## src/rtl/reg_dump.sv

```systemverilog
// Register-file dump engine: walks registers 0..NUM_REGS-1 through one read port
// and streams the captured values over valid/ready. Optional macro: REG_DUMP_CHECKSUM_EN.
module reg_dump #(
    parameter int NUM_REGS   = 32,
    parameter int DATA_WIDTH = 32,
    parameter int ADDR_WIDTH = 5
) (
    input  logic                  clk,
    input  logic                  rst,
    input  logic                  start,
    output logic [ADDR_WIDTH-1:0] rd_sel,
    input  logic [DATA_WIDTH-1:0] rd_data,
    output logic                  out_valid,
    input  logic                  out_ready,
    output logic [DATA_WIDTH-1:0] out_data,
    output logic [ADDR_WIDTH-1:0] out_idx,
    output logic                  out_last,
    output logic                  busy,
    output logic                  done
);

`ifdef REG_DUMP_CHECKSUM_EN
    typedef enum logic [2:0] {S_IDLE, S_LOAD, S_SEND, S_CSUM, S_FIN} state_e;
`else
    typedef enum logic [2:0] {S_IDLE, S_LOAD, S_SEND, S_FIN} state_e;
`endif

    localparam logic [ADDR_WIDTH-1:0] LAST_IDX = ADDR_WIDTH'(NUM_REGS - 1);

    state_e                  state_q;
    logic [ADDR_WIDTH-1:0]   idx_q;
    logic [ADDR_WIDTH-1:0]   idx_d;
    logic                    out_valid_q;
    logic [DATA_WIDTH-1:0]   out_data_q;
    logic [ADDR_WIDTH-1:0]   out_idx_q;
    logic                    out_last_q;
    logic                    done_q;
`ifdef REG_DUMP_CHECKSUM_EN
    logic [DATA_WIDTH-1:0]   acc_q;
`endif

    assign idx_d = idx_q + 1'b1;

    always_ff @(posedge clk) begin
        if (rst) begin
            state_q     <= S_IDLE;
            idx_q       <= '0;
            out_valid_q <= 1'b0;
            out_data_q  <= '0;
            out_idx_q   <= '0;
            out_last_q  <= 1'b0;
            done_q      <= 1'b0;
`ifdef REG_DUMP_CHECKSUM_EN
            acc_q       <= '0;
`endif
        end else begin
            done_q <= 1'b0;
            case (state_q)
                S_IDLE: begin
                    if (start) begin
                        idx_q   <= '0;
`ifdef REG_DUMP_CHECKSUM_EN
                        acc_q   <= '0;
`endif
                        state_q <= S_LOAD;
                    end
                end
                S_LOAD: begin
                    // Snapshot the register so later regfile writes cannot disturb the beat.
                    out_data_q  <= rd_data;
                    out_idx_q   <= idx_q;
`ifdef REG_DUMP_CHECKSUM_EN
                    out_last_q  <= 1'b0;
                    acc_q       <= acc_q ^ rd_data;
`else
                    out_last_q  <= (idx_q == LAST_IDX);
`endif
                    out_valid_q <= 1'b1;
                    state_q     <= S_SEND;
                end
                S_SEND: begin
                    if (out_ready) begin
                        if (idx_q == LAST_IDX) begin
`ifdef REG_DUMP_CHECKSUM_EN
                            // out_valid stays high straight into the checksum beat.
                            out_data_q  <= acc_q;
                            out_idx_q   <= '0;
                            out_last_q  <= 1'b1;
                            state_q     <= S_CSUM;
`else
                            out_valid_q <= 1'b0;
                            done_q      <= 1'b1;
                            state_q     <= S_FIN;
`endif
                        end else begin
                            idx_q       <= idx_d;
                            out_valid_q <= 1'b0;
                            state_q     <= S_LOAD;
                        end
                    end
                end
`ifdef REG_DUMP_CHECKSUM_EN
                S_CSUM: begin
                    if (out_ready) begin
                        out_valid_q <= 1'b0;
                        done_q      <= 1'b1;
                        state_q     <= S_FIN;
                    end
                end
`endif
                S_FIN: begin
                    idx_q   <= '0;
                    state_q <= S_IDLE;
                end
                default: state_q <= S_IDLE;
            endcase
        end
    end

    assign rd_sel    = idx_q;
    assign out_valid = out_valid_q;
    assign out_data  = out_data_q;
    assign out_idx   = out_idx_q;
    assign out_last  = out_last_q;
    assign busy      = (state_q != S_IDLE);
    assign done      = done_q;

endmodule
```

## config.mk

```make
export PLATFORM = sky130hd
export DESIGN_NAME = reg_dump
export DESIGN_NICKNAME = d
export VERILOG_FILES = /design/src/rtl/reg_dump.sv
export SDC_FILE = /design/constraint.sdc
export NUM_CORES = 1
export LEC_CHECK = 0
export BUFFER_PORTS_ARGS = -buffer_cell sky130_fd_sc_hd__buf_2
export CAP_MARGIN = 20
export CORE_ASPECT_RATIO = 0.6
export CORE_MARGIN = 2
export CORE_UTILIZATION = 45
export DETAILED_ROUTE_END_ITERATION = 8
export GPL_TIMING_DRIVEN = 0
export PLACE_DENSITY = 0.83
export SLEW_MARGIN = 20
export SYNTH_ARGS = -nofsm -noshare
export SYNTH_HDL_FRONTEND = slang
export SYNTH_SLANG_ARGS = --single-unit
```

## constraint.sdc

```tcl
create_clock -name clk -period 2.2 [get_ports clk]
set_input_delay 0.44 -clock clk [delete_from_list [all_inputs] [get_ports clk]]
set_output_delay 0.44 -clock clk [all_outputs]
set_load 0.01 [all_outputs]
```

==> After elaboration in Yosys (flattened, before gate mapping) <==
Index checks and enable logic that the tools add are counted.
{ "totals": {"output_inout_bits": 46, "inputBits": 36, "word_cells": 36, "ff_bits": 48} }
{ "op_classes": {"muxes": 11, "addsub": 1, "eq_ne": 7, "n_reduce_logical": 8, "n_bitwise": 2} }
{ "ops": {"columns": ["cell", "count"], "rows": [
  ["$mux 5", 3],
  ["$pmux 5 s3", 1],
  ["$pmux 3 s3", 1],
  ["$eq 3x2->1 const B", 2],
  ["$mux 3", 2],
  ["$ne 2x2->1 const B", 3],
  ["$reduce_bool 3->1", 2],
  ["$add 5x1->5 const B", 1],
  ["$eq 5x5->1 const B", 1],
  ["$reduce_and 2->1", 2],
  ["$reduce_and 4->1", 1],
  ["$eq 3x1->1 const B", 1],
  ["$logic_not 3->1", 1],
  ["$reduce_or 3->1", 1],
  ["$mux 1", 2],
  ["$mux 2", 1],
  ["$not 1->1", 2],
  ["$pmux 1 s2", 1],
  ["$reduce_bool 2->1", 1]
]} }

==> Logic depth before layout (Yosys ltp) <==
Gate-level depths: netlist of the first run.
{ "logic_depth": {"ltp_word": 4, "depth_mapped": 7, "mapped_depth_nobuf": 7} }

==> Least setup slack after synthesis of the first run <==
Ideal clock, no wire load.
{ "synth_timing": {"kind": "register to register", "startpoint": "reg idx_q[0], in the netlist rd_sel[0]", "endpoint": "reg idx_q[3], in the netlist rd_sel[3]", "t_required_ns": 2.068, "period_less_slack_ns": 1.677, "n_path_buf": 0, "setup_slack_ns": 0.523, "setup_ns": 0.132, "stages_incl_launch_ff": 8, "arrival_ns": 1.545, "cell_sequence": "dfxtp_1 > ha_1 > and3_1 > ha_1 > nand2b_1 > o2bb2ai_2 > a21oi_1 > a211oi_2"} }
{ "synth_between": {"elab_chain_cells": 4, "word_cells_on_any_way": 7, "classes_between": "1 x add/sub; 2 x eq/ne; 3 x mux; 1 x reduce/logical"} }
{ "synth_lines": {"columns": ["element", "line_no", "rtl"], "rows": [
  ["start, declared", "31", "logic [ADDR_WIDTH-1:0] idx_q;"],
  ["start signal, assigned", "96", "idx_q <= idx_d;"],
  ["$add 5x1->5", "42", "assign idx_d = idx_q + 1'b1;"],
  ["$mux 5", "83", "if (idx_q == LAST_IDX) begin"],
  ["$mux 5", "82", "if (out_ready) begin"],
  ["$pmux 5 s3", "58", "case (state_q)"]
]} }
Several ways; a longest one is shown, not always the timed one. The select of a mux whose other input is x is not followed.
A chain may end at the register's enable or synchronous reset.

==> Worst setup path after layout of the first run <==
{ "layout_timing": {"startpoint": "reg idx_q[1], in the netlist rd_sel[1]", "endpoint": "reg idx_q[3], in the netlist rd_sel[3]"} }
The elaborated chain is that of the path after synthesis.

==> results.toml, run 1 <==
[outcome]
status = "complete, no violations"

[detailed_routing]
initialDrtViolationCount = 48
routed_wl_um = 4223
drt_first_pass_iters = 4
viasPerCell = 4.882
drc = 0
vias = 1694
ant_nets = 0
wl_per_cell_um = 12.17

[pwr]
p_total_w = 0.001671
power_leakage_nw = 1.060
pwr_density_cell_nw_per_um2 = 727.7
ir_drop_uv = 400.4

[grt]
grt_usage_pct = 20.35
top_usage_layer = "met2"
overflow = 0
antenna_found_initial = 0
globalRouteMet1Util_pct = 26.80
grt_use_met3_pct = 7.460
grt_pass1_wl_um = 6865
use_met2_pct = 31.61
grt_pass1_vias = 1519
grt_max_degree = 14

[synthesis]
synth-edff-count = 0
synth_area_leader_cell = "dfxtp_1"
synth_flop_cell = "dfxtp_1"
syn_area_um2 = 1737
syn-num-nets = 250
synthXorXnorAreaFrac_pct = 0
synth_cells = 212
async_flop_share_pct = 0
muxShareOfSynthArea_pct = 0.5764
synth_fa_ha_area_share_pct = 1.441
netlist_top_cells_area = "dfxtp_1, nand2_1, a21oi_1"
avgSynthCellArea_um2 = 8.192
yosys.area.top_type_share_pct = 54.18
yosys_warnings = 0
synth_compound_area_share_pct = 15.92
yosysUniqueCellTypes = 23
synth_top_family_by_area = "simple AND/OR/NAND/NOR gates"
synth-seq-cells = 47
yosys.area_share.simple_pct = 23.63
ys_seq_area_share_pct = 54.18

[sta]
grt_setup_unrepaired = "false"
fin_skew_ns = 0.005562
fmax_mhz = 548.0
setup_viol = 0
hold_viol = 0
maxSlewHeadroom_pct = 63.13
period_needed_ns = 1.825
tightest_slew_ns = 0.5531
slew_viol_final = 0
fin_tns_setup_ns = 0
finalCritPeriodShare_pct = 82.95

[critical_path]
arrival_ns = 2.04
critPathLaunchType = "flop"
path_class = "reg2reg"
cp-end-kind = "flop"
r2r_setup_slack_ns = 0.38
rr_worst_depth = 7
crit_required_ns = 2.42
cp_max_fo = 6

[finish]
area_growth_syn_to_layout_pct = 32.20
drive_gt1_share_pct = 33.67
fin_nets = 337
diodes = 0

[die]
rows = 17
start_util_pct = 47.19
die_w_um = 84.20
core_area_um2 = 3680
die_h_um = 52.12
die-area_um2 = 4389
io_pins = 82

[placement]
dp_hpwl_um = 3067
gp_congestion = 0.8125
numPortBuffers = 80

[cts]
cts.sinks = 47
clockRootBuffer = "clkbuf_8"
post_cts_buffers = 0
postCtsResizedCells = 0
htreeDepth = 2
cts_buffers = 5
clk_pin_slew_ns = 0.08
clk_path_buf_depth = 2
hold_buffers = 0
clock_latency_ns = 0.29
cts_tree = "done"

[hold_path]
hold_path_class = "in2reg"
min_path_cells = 3

[flow_run]
max-cap-violations = 0
## cell families after synthesis
kind of cell,Yosys count
AO/OA/AOI/OAI,49
multiplexers,1
flip-flops,47
adder cells (fa/ha/maj),2
buffers and inverters,14
AND/OR/NAND/NOR,99
## worst paths after layout
kind | from | endpoint
max | rd_sel[1] | rd_sel[3]
min | rd_data[27] | out_data[27]
max reg2reg | rd_sel[1] | rd_sel[3]
min reg2reg | out_data[12] | out_data[12]
## routing by layer
metal,wire length [um],share of wire [%]
met1,2067,49
met2,1774,42
met3,345,8.2
met4,36,0.85
met5,0,0
## flip-flops by register name, indices dropped and copies added (netlist names)
signal / count
out_valid: 1
out_last: 1
out_data: 32
state_q: 2
out_idx: 5
rd_sel: 5
done: 1
## cell usage after synthesis, drive strengths merged (2+ instances only)
master and n:
nand2 78, dfxtp 47, a21oi 44, buf 9, clkbuf 5, nor2 5
nand2b 3, nand3 3, nor3 3, ha 2, nor2b 2
## critical path, stage by stage, from the launching register on
cell,delay [ns]
dfxtp_1,0.42
ha_1,0.21
and3_1,0.18
ha_1,0.25
nand2b_1,0.22
o2bb2ai_2,0.17
a21oi_1,0.08
a211oi_2,0.21
## cell usage in the layout (no fill, tap or decap), types with 2 or more instances in the layout
cell / Yosys / final
buf_2: 5 / 85
dfxtp_1: 47 / 47
buf_4: 4 / 4
nand2_1: 78 / 78
nor2b_1: 2 / 2
clkbuf_8: 0 / 7
nand2b_1: 3 / 3
nor2_1: 5 / 5
ha_1: 2 / 2
a21oi_1: 44 / 44
nor3_1: 3 / 3
clkbuf_1: 5 / 6
nand3_1: 3 / 3
## layout make-up
type                    instances  area, um^2
clock buffers                   8       100.1
well taps                      47       58.81
multi-input cells             151       721.9
plain buffers                  14       73.82
fillers                       354        1384
flip-flops and latches         47       940.9
repair buffers                 80       400.4
## power by group
part | total, W | internal (W) | switching [W]
clock | 0.000553 | 0.000287 | 0.000267
sequential | 0.000903 | 0.000886 | 0.0000174
combinational | 0.000214 | 0.0000906 | 0.000124
## through the flow
stage / cells / utilization [%] / setup slack (ns) / instance area [um^2] / hold WS (ns)
2_1_floorplan: 212 / - / 0.5233 / 1737 / 0.4792
3_3_place_gp: 339 / 59.67 / 0.4197 / 2196 / 0.4391
3_5_place_dp: 339 / 59.67 / 0.3933 / 2196 / 0.4434
4_1_cts: 347 / 62.39 / 0.3719 / 2296 / 0.3700
5_1_grt: 347 / 62.39 / 0.2303 / 2296 / 0.3631
6_report: 347 / 62.39 / 0.3752 / 2296 / 0.3769
Power figures use the tool's default switching activity.
==> run 2: changes to the inputs <==
==> constraint.sdc (replaced) <==
create_clock -name clk -period 1.7 [get_ports clk]
set_input_delay 0.34 -clock clk [delete_from_list [all_inputs] [get_ports clk]]
set_output_delay 0.34 -clock clk [all_outputs]
set_load 0.01 [all_outputs]
==> run 2 against run 1 <==
Against the previous run: setup slack got worse by 0.27 ns; combinational power increased by 30%; sequential share of layout area decreased by 0.29 points; sequential power increased by 30%; via count decreased by 1.1%; critical path depth unchanged; non-clock buffer count unchanged; hold slack got worse by 0.10 ns; critical path type unchanged; largest power group unchanged.
==> results.toml, run 2 (synthesized netlist as in run 1, its figures left out) <==
[die]
start_util_pct = 47.19
core_area_um2 = 3680
rows = 17
die_w_um = 84.20
die_h_um = 52.12
die-area_um2 = 4389
io_pins = 82

[detailed_routing]
drt_first_pass_iters = 4
wl_per_cell_um = 12.39
viasPerCell = 4.830
drc = 0
initialDrtViolationCount = 55
routed_wl_um = 4299
vias = 1676
ant_nets = 0

[hold_path]
hold_path_class = "in2reg"

[critical_path]
critPathLaunchType = "flop"
path_class = "reg2reg"
r2r_setup_slack_ns = 0.11
crit_path_cell_trace = "ha_2 -> and3_4 -> ha_4 -> nand2b_4 -> o2bb2ai_2 -> a21oi_1 -> a211oi_2"
cp_max_fo = 6
crit_required_ns = 1.86
crit_buf_inv = 0
cp-end-kind = "flop"
arrival_ns = 1.75
slowest_delay_ns = 0.37
slowest_stage = "dfxtp_4"
crit_family = "compound AO/OA/AOI/OAI gates"

[cts]
postCtsResizedCells = 4
post_cts_buffers = 0
cts_buffers = 5
hold_buffers = 0
htreeDepth = 2
clk_pin_slew_ns = 0.08
clk_path_buf_depth = 2
cts.sinks = 47
clockRootBuffer = "clkbuf_8"
cts_tree = "done"
clock_latency_ns = 0.29

[pwr]
ir_drop_uv = 529.7
power_leakage_nw = 1.055
pwr_density_cell_nw_per_um2 = 930.2

[sta]
finalCritPeriodShare_pct = 93.67
fin_skew_ns = 0.004047
tightest_slew_ns = 0.5496
hold_viol = 0
worst_slack_ns = 0.1076
slew_viol_final = 0
maxSlewHeadroom_pct = 63.36
fmax_mhz = 628.0
setup_viol = 0
grt_setup_unrepaired = "false"
period_needed_ns = 1.592

[finish]
layout_commonest_cell = "buf_2"
final.fill_count = 348
instances_no_fill = 347
diodes = 0
final_core_util_pct = 63.35
area_growth_syn_to_layout_pct = 34.22
final_cell_mix = "buf_2, nand2_1, dfxtp_1"
largest_reg_flops = 32
drive_gt1_share_pct = 35.67
fin_nets = 337
final_area_um2 = 2331

[flow_run]
max-cap-violations = 0

[placement]
numPortBuffers = 80
place_area_um2 = 2196
dpl.cell_count = 339
gp_congestion = 0.8125
pre_cts_ws_ns = -0.1067
dp_hpwl_um = 3067

[grt]
grt_usage_pct = 20.56
overflow = 0
grt_pass1_vias = 1524
grt_max_degree = 14
grt_pass1_wl_um = 6927
antenna_found_initial = 0

[outcome]
status = "complete, no violations"
run 2: layout make-up:
cell class | count | area, um^2 | area share [%]
tap | 47 | 58.81 | 2.523
clock buffer | 8 | 100.1 | 4.294
multi-input combinational | 151 | 749.5 | 32.15
timing repair buffer | 80 | 400.4 | 17.18
sequential | 47 | 948.4 | 40.69
buffer | 14 | 73.82 | 3.167
run 2: power breakdown:
part / leakage, nW / switching [W] / internal (W) / total, W
sequential: 0.384 / 0.0000229 / 0.00114 / 0.00117
combinational: 0.619 / 0.000161 / 0.000118 / 0.000279
clock: 0.0515 / 0.000352 / 0.000371 / 0.000723
total: 1.05 / 0.000536 / 0.00163 / 0.00217
run 2: stage by stage:
stage	hold slack (ns)	total power [W]	setup TNS, ns
detailed placement	0.4434	0.001474	-0.3284
global placement	0.4391	0.001466	-0.1806
CTS	0.2700	0.002190	0
global route	0.2631	0.002280	0
floorplan	0.4760	0.001353	0
finish	0.2767	0.002168	0
run 2: worst paths after layout:
kind / from / endpoint / cells after the start
worst min register to register: out_data[12] / out_data[12] / 2
worst min-delay path: rd_data[21] / out_data[21] / 3
worst max-delay path: rd_sel[0] / rd_sel[3] / 7
worst max register to register: rd_sel[0] / rd_sel[3] / 7
run 2: worst min-delay path, delay by kind of cell:
family,cells,cell delay (ns)
buf+inv,1,0.10
compound gates,1,0.05
simple gates,1,0.04
run 2: per-layer routing:
metal | wire (um) | global-route usage, % | share of wire [%]
met1 | 2128 | 27.09 | 49
met2 | 1782 | 31.88 | 41
met3 | 359 | 7.460 | 8.4
met4 | 29 | 6.183 | 0.67
met5 | 0 | 0 | 0
==> run 3: changes to the inputs <==
==> constraint.sdc (replaced) <==
create_clock -name clk -period 1.7 [get_ports clk]
set_input_delay 0.34 -clock clk [delete_from_list [all_inputs] [get_ports clk]]
set_output_delay 0.34 -clock clk [all_outputs]
set_load 0.1 [all_outputs]
==> run 3 against run 2 <==
Against the previous run: via count up 1.3%; clock skew rose by 0.0045 ns; sequential share of layout area down 0.47 points; cell area grew 2.1%; setup slack worse by 0.027 ns; critical path type is now reg2out; final cell count unchanged; critical path depth is 4 lower; sequential power about the same; utilization grew 1.3 points; die area unchanged.
==> results.toml, run 3 (synthesized netlist as in run 1, its figures left out) <==
[critical_path]
rr_worst_depth = 7
r2r_setup_slack_ns = 0.09
cp_max_fo = 8
crit_path_cell_trace = "buf_4 -> or2_2 -> buf_4"
rr_endpoint = "rd_sel[3]"
path_class = "reg2out"
path_common_cell = "buf_4"
crit_required_ns = 1.36
slowest_delay_ns = 0.31
critPathLaunchType = "flop"
arrival_ns = 1.28
slowest_stage = "dfxtp_1"
crit_family = "buffers and inverters"
crit_buf_inv = 2
r2r-start = "rd_sel[0]"
cp-end-kind = "output port"

[hold_path]
holdCritStartpoint = "rd_data[25]"
hold_path_class = "in2reg"
hold_end = "out_data[25]"
min_path_cells = 3

[placement]
pre_cts_ws_ns = 0.07067
dp_hpwl_um = 3072
dpl.cell_count = 339
numPortBuffers = 80
gp_congestion = 0.7867
place_area_um2 = 2235

[die]
start_util_pct = 47.19
die_w_um = 84.20
die_h_um = 52.12
io_pins = 82
core_area_um2 = 3680
die-area_um2 = 4389
rows = 17

[finish]
drive_gt1_share_pct = 36.33
layout_commonest_cell = "buf_2"
fin_nets = 337
diodes = 0
final.fill_count = 326
area_growth_syn_to_layout_pct = 37.03
instances_no_fill = 347
largest_reg_flops = 32
final_area_um2 = 2380
final_cell_mix = "buf_2, nand2_1, a21oi_1"

[cts]
clk_pin_slew_ns = 0.08
post_cts_buffers = 0
cts_buffers = 5
clk_path_buf_depth = 2
clockRootBuffer = "clkbuf_8"
cts.sinks = 47
htreeDepth = 2
postCtsResizedCells = 0
hold_buffers = 0
clock_latency_ns = 0.29
cts_tree = "done"

[grt]
grt_usage_pct = 18.86
antenna_found_initial = 0
overflow = 0
grt_max_degree = 15
grt_pass1_wl_um = 6465
grt_pass1_vias = 1477

[detailed_routing]
ant_nets = 0
wl_per_cell_um = 12.13
drc = 0
viasPerCell = 4.890
initialDrtViolationCount = 66
drt_first_pass_iters = 4
routed_wl_um = 4209
vias = 1697

[sta]
fin_tns_setup_ns = 0
setup_viol = 0
fmax_mhz = 617.6
worst_slack_ns = 0.08090
hold_slack_ns = 0.2733
fin_skew_ns = 0.008505
hold_viol = 0
slew_viol_final = 0
maxSlewHeadroom_pct = 64.77
grt_setup_unrepaired = "false"
period_needed_ns = 1.619
tightest_slew_ns = 0.5284
finalCritPeriodShare_pct = 95.24

[outcome]
status = "complete, no violations"

[pwr]
pwr_density_cell_nw_per_um2 = 1132
ir_drop_uv = 777.3
power_leakage_nw = 1.073

[flow_run]
max-cap-violations = 0
-- run 3: cell count changes in the layout (fill, tap and decap cells not counted) --
cell and change:
and3_1 +1, and3_4 -1, buf_2 -1, buf_4 +1, bufinv_16 +2, clkbuf_8 -2, dfxtp_1 -3, dfxtp_2 +1
dfxtp_4 +2, ha_2 -1, ha_4 +1
-- run 3: worst max path at each step --
| stage | end | depth (start not counted) | slack, ns | from |
|---|---|---|---|---|
| after global routing | rd_sel[4] | 7 | 0.004 | rd_sel[0] |
| after detailed placement | rd_sel[3] | 7 | 0.07 | rd_sel[0] |
| after CTS | busy | 3 | 0.02 | state_q[1] |
| after floorplan | rd_sel[3] | 7 | 0.008 | rd_sel[0] |
| final | busy | 3 | 0.08 | state_q[1] |
| after global placement | rd_sel[3] | 7 | 0.10 | rd_sel[0] |
-- run 3: worst reg2reg max path, delay by kind of cell (launching register included) --
kind                     cells  cell delay [ns]
AO/OA/AOI/OAI                3             0.40
flip-flops                   1             0.38
adder cells (fa/ha/maj)      2             0.35
AND/OR/NAND/NOR              2             0.35
-- run 3: layout make-up --
| type | instances | area [um^2] | share of cell area [%] |
|---|---|---|---|
| Sequential cell | 47 | 957.2 | 40.22 |
| Multi-Input combinational cell | 151 | 754.5 | 31.70 |
| Timing Repair Buffer | 80 | 402.9 | 16.93 |
| Buffer | 14 | 73.82 | 3.102 |
| Clock buffer | 6 | 72.57 | 3.049 |
| Clock inverter | 2 | 60.06 | 2.524 |
| Tap cell | 47 | 58.81 | 2.471 |
-- run 3: metal layers --
metal  up-vias  GRT usage, %  part of all wire [%]
met4         0         6.183                  0.86
met5         -             0                     0
li1        867             -                     -
met3         4         6.349                   7.9
met2        60         29.76                    42
met1       766         24.58                    49
-- run 3: report_power, final --
| part | total, W | internal (W) | switching, W | leakage, nW |
|---|---|---|---|---|
| clock network | 0.000942 | 0.000587 | 0.000355 | 0.0654 |
| registers | 0.00116 | 0.00114 | 0.0000228 | 0.386 |
| logic | 0.000587 | 0.000120 | 0.000468 | 0.622 |
-- run 3: metrics by stage --
step	util [%]	power (W)
after floorplan	-	0.001656
after global placement	60.73	0.001768
after detailed placement	60.73	0.001777
after CTS	64.33	0.002714
after global routing	64.67	0.002795
final	64.67	0.002693
